<file path="config.mk">
export PLATFORM = sky130hd
export DESIGN_NAME = updown_counter
export DESIGN_NICKNAME = d
export VERILOG_FILES = /design/src/rtl/updown_counter_pkg.sv /design/src/rtl/updown_counter_next.sv /design/src/rtl/updown_counter.sv
export SDC_FILE = /design/constraint.sdc
export NUM_CORES = 1
export LEC_CHECK = 0
export CORE_AREA = 2 2 39 41
export DETAILED_ROUTE_END_ITERATION = 8
export DIE_AREA = 0 0 41 43
export HOLD_SLACK_MARGIN = 0.06
export PLACE_DENSITY = 0.61
export SYNTH_ARGS = -nofsm -noshare
export SYNTH_HDL_FRONTEND = slang
export SYNTH_HIERARCHICAL = 1
export SYNTH_SLANG_ARGS = --single-unit
</file>
<file path="constraint.sdc">
create_clock -name clk -period 1.7 [get_ports clk]
set_input_delay 0.17 -clock clk [delete_from_list [all_inputs] [get_ports clk]]
set_output_delay 0.17 -clock clk [all_outputs]
set_load 0.02 [all_outputs]
</file>
<file path="src/rtl/updown_counter_pkg.sv">
// Shared types and helpers for the up/down counter.
// Optional build macro used by this design: UPDOWN_COUNTER_SATURATE_EN.
package updown_counter_pkg;

    typedef enum logic {
        DIR_DOWN = 1'b0,
        DIR_UP   = 1'b1
    } dir_e;

    localparam int DEFAULT_WIDTH = 4;

    // All-ones value for a counter of the given width (width <= 32).
    function automatic logic [31:0] max_val(input int width);
        if (width >= 32) begin
            return 32'hFFFF_FFFF;
        end
        return (32'd1 << width) - 32'd1;
    endfunction

endpackage

</file>
<file path="src/rtl/updown_counter_next.sv">
// Combinational next-count and terminal-count logic for the up/down counter.
// Define UPDOWN_COUNTER_SATURATE_EN to clamp at the limits instead of wrapping.
module updown_counter_next
    import updown_counter_pkg::*;
#(
    parameter int WIDTH = DEFAULT_WIDTH
) (
    input  logic [WIDTH-1:0] i_count,
    input  logic             i_en,
    input  logic             i_up,
    input  logic             i_load,
    input  logic [WIDTH-1:0] i_din,
    output logic [WIDTH-1:0] o_next,
    output logic             o_tc
);

    localparam logic [WIDTH-1:0] MAX = WIDTH'(max_val(WIDTH));
    localparam logic [WIDTH-1:0] ONE = WIDTH'(1);

    dir_e w_dir;
    logic w_atMax;
    logic w_atZero;

    assign w_dir    = dir_e'(i_up);
    assign w_atMax  = (i_count == MAX);
    assign w_atZero = (i_count == '0);

    // tc marks that the next enabled count would cross (or sit on) a limit.
    assign o_tc = i_en & ~i_load &
                  (((w_dir == DIR_UP) & w_atMax) | ((w_dir == DIR_DOWN) & w_atZero));

    always_comb begin
        o_next = i_count;
        if (i_load) begin
            o_next = i_din;
        end else if (i_en) begin
            if (w_dir == DIR_UP) begin
`ifdef UPDOWN_COUNTER_SATURATE_EN
                o_next = w_atMax ? i_count : i_count + ONE;
`else
                o_next = i_count + ONE;
`endif
            end else begin
`ifdef UPDOWN_COUNTER_SATURATE_EN
                o_next = w_atZero ? i_count : i_count - ONE;
`else
                o_next = i_count - ONE;
`endif
            end
        end
    end

endmodule

</file>
<file path="src/rtl/updown_counter.sv">
// Up/down counter with enable, parallel load and terminal-count flag.
// Saturating behaviour is selected by UPDOWN_COUNTER_SATURATE_EN.
module updown_counter
    import updown_counter_pkg::*;
#(
    parameter int WIDTH = DEFAULT_WIDTH
) (
    input  logic             clk,
    input  logic             rst,
    input  logic             en,
    input  logic             up,
    input  logic             load,
    input  logic [WIDTH-1:0] din,
    output logic [WIDTH-1:0] dout,
    output logic             tc
);

    logic [WIDTH-1:0] r_count;
    logic [WIDTH-1:0] w_next;

    updown_counter_next #(
        .WIDTH (WIDTH)
    ) u_next (
        .i_count (r_count),
        .i_en    (en),
        .i_up    (up),
        .i_load  (load),
        .i_din   (din),
        .o_next  (w_next),
        .o_tc    (tc)
    );

    // rst is active-low and clears the count without waiting for a clock.
    always_ff @(posedge clk or negedge rst) begin
        if (!rst) begin
            r_count <= '0;
        end else begin
            r_count <= w_next;
        end
    end

    assign dout = r_count;

endmodule

</file>
==> impl_results.md <==
* Max Clk Rate at 0.628 GHz
* CP Cell Sequence: clkdlybuf4s50_1 -> inv_1 -> buf_4 -> ha_1 -> a21o_1 -> a221o_1 -> nand3_1
* Yosys Warn Count at 6
* Share of cells above drive strength 1 at roughly a fifth
* Worst min-delay path class: primary input to asynchronous set/reset pin
* Port Buffer Count at 13
* Placed Area at around 540 um2
* Buffers & Inverters on Critical Path at 3
* H-tree depth at 1
* Global routing's busiest layer: met2
* Setup ws final at 0.107 ns
* CP delay by family, top: buffers and inverters
* DR vias at 356
* Sequential share of the synthesized area at between 20 and 30%
* Max reg flops at 4
* Post-synthesis simple-gate area fraction at between 20% and 30%
* Crit path time final at 1.59 ns
* Critical Path AT at about 1.8 ns
* Remaining DRCs at 0
* Final nets at between 70 and 80
* P&R area growth vs syn at 63.1%
* Core Area at 1380 um2
* Final hold violations at 0
* Setup Fix Bufs, Post-CTS at 0
* Gr ovfl total at 0
* Post-Route Setup TNS at 0 ns
* Worst Setup Path Type: primary input to flip-flop
* Antenna Diode Count at 0
* Layout Utilization at approximately two fifths
* Die height at 43 um
* Synth Area per Inst at 9.27 um2
* Critical Path RT at ~1.9 ns
* Rows at 14
* Tcrit/Tclk final at a little over nine tenths
* Main combinational cell family by area after synthesis: simple AND/OR/NAND/NOR gates
* Power per Cell Area at 803 nW/um2
* Initial antenna violation count at 0
* Post-synthesis mux area share at between 5 and 6%
* GR Util All Layers at 12.1%
* Worst Setup Start Kind: primary input
* Cell area after layout at about 560 um2
* Max FO, Critical Path at 3
* Max Cap Violations at 0
* Met1 usage at 16.0%
* CTS tree: built
* Detailed-route vias per instance at about 4.7
* ANT nets after route at 0
* IO Count at 14
* Hold_buf cts at 0
* Clk Latency, worst-skew pair at roughly 0.23 ns
* Routed wire per std cell at roughly 11 um
* Global-route wire length before repair at around 1.4 mm
* P_leak at between 0.2 and 0.25 nW
* Worst-Margin Slew at about 0.22 ns
* Cts bufs inserted at 3
* Starting DRT DRC Count at 1
* Reg clk slew, reported paths at 0.03 ns
* Post-synth cell types at 25
* Clock sinks at 4
* RR Startpoint: dout[3]
* Dpl ws at -0.139 ns
* Worst path slowest cell: clkdlybuf4s50_1
* Slew headroom at 85.2%
* Die Width at just over 40 um
* Compound-Gate Fraction of Synth Area at around 18%
* Yosys reg bits at 4
* Total wire length at 835 um
* Syn Nets at approximately 50
* Largest net degree at the start of global routing at 11
* Launch point of the worst path: up
* Final setup violating endpoints at 0
* Root Buffer: clkbuf_4
* TritonRoute pass-1 iters at 2
* Number of global-route vias before repair at around 360
* Syn Inst Count at 37
* Synth Area in XOR/XNOR at under 10%
* Gp weighted congestion at between 0.7 and 0.8
* CP peak stage delay at 0.50 ns
* Setup Skew at between 0.0007 and 0.0008 ns
* Adder-cell area share of the yosys netlist at 13.1%
* Maximum vdd drop at about 400 uV
* Bufs on Longest Clock Path at 2
* Status: finished, final reports clean
* Post-synthesis instance area at 343 um2
* CP endpoint kind: flip-flop
* DIE AREA at ~1800 um2
* Met3 usage at 1.57%
* Grt met2 use at between 10% and 20%
* Max Slew Vio Count at 0
* RSZ-0062 raised after global routing: no
* Initial Utilization at between 20 and 25%
[cell families (layout without fill, tap and decap cells)]
family,count (synthesis),count (layout)
adder cells (fa/ha/maj),3,3
multiplexers,2,2
buffers and inverters,3,25
AND/OR/NAND/NOR,14,14
XOR/XNOR,2,2
AO/OA/AOI/OAI,9,9
flip-flops,4,4
[cell usage after synthesis]
master / n / area (um2)
a21o_1: 1 / 7.51
a21oi_1: 1 / 5.00
a221o_1: 1 / 10.0
a22oi_1: 1 / 7.51
a2bb2oi_1: 1 / 8.76
buf_4: 1 / 7.51
clkbuf_1: 1 / 3.75
dfrtp_1: 4 / 100
fa_1: 1 / 20.0
ha_1: 2 / 25.0
inv_1: 1 / 3.75
mux2i_1: 2 / 20.0
nand2_1: 3 / 11.3
nand3_1: 2 / 10.0
nand3b_1: 1 / 7.51
nand4_1: 1 / 6.26
nor2_1: 2 / 7.51
nor3_1: 1 / 5.00
nor3b_1: 2 / 15.0
nor4bb_1: 1 / 10.0
o21ai_0: 3 / 15.0
o2bb2ai_1: 1 / 8.76
or4b_1: 1 / 10.0
xnor2_1: 1 / 8.76
xor2_1: 1 / 8.76
[power breakdown]
part           total, mW  switching, mW  internal [mW]
clock network      0.115         0.0365         0.0788
logic              0.209         0.0957          0.113
registers          0.126         0.0142          0.111
total              0.449          0.146          0.303
[repair_timing]
action,in CTS,in global routing
gates cloned,0,0
gates resized for setup,1,3
setup endpoints to repair,1,1
[through the flow]
stage,hold WS (ns),std cells,power (mW)
CTS,0.139,75,0.459
finish,0.143,75,0.449
global placement,0.392,72,0.334
global route,0.152,75,0.487
floorplan,-0.126,37,0.233
detailed placement,0.393,72,0.335
[final timing paths]
| kind | depth (start not counted) | slack [ns] | to |
|---|---|---|---|
| max | 7 | 0.11 | dout[3] |
| min | 1 | 0.14 | dout[0] |
| max reg2reg | 4 | 0.18 | dout[3] |
| min reg2reg | 3 | 0.71 | dout[3] |
| max in group asynchronous | 1 | 1.39 | dout[1] |
| min in group clk | 3 | 0.50 | dout[2] |
[cells in the final DEF, fill, tap and decap left out, drive strengths merged, types with 3 or more instances in the layout]
| cell | n |
|---|---|
| o21ai | 3 |
| nand2 | 3 |
| buf | 8 |
| dfrtp | 4 |
| clkdlybuf4s50 | 12 |
| clkbuf | 4 |
[layout make-up]
class / count / area, um2
tap: 16 / 20.0
clock buffer: 3 / 22.5
fill: 154 / 825
multi-input combinational: 30 / 228
sequential: 4 / 100
inverter: 1 / 3.75
timing repair buffer: 21 / 185
[routing by layer]
layer	wire length [um]	share of wire (%)	vias up
met4	17	2.0	0
met5	0	0	-
met2	373	45	12
met3	45	5.4	2
li1	-	-	184
met1	399	48	158
Note: power is estimated with default switching activity, not from simulation.
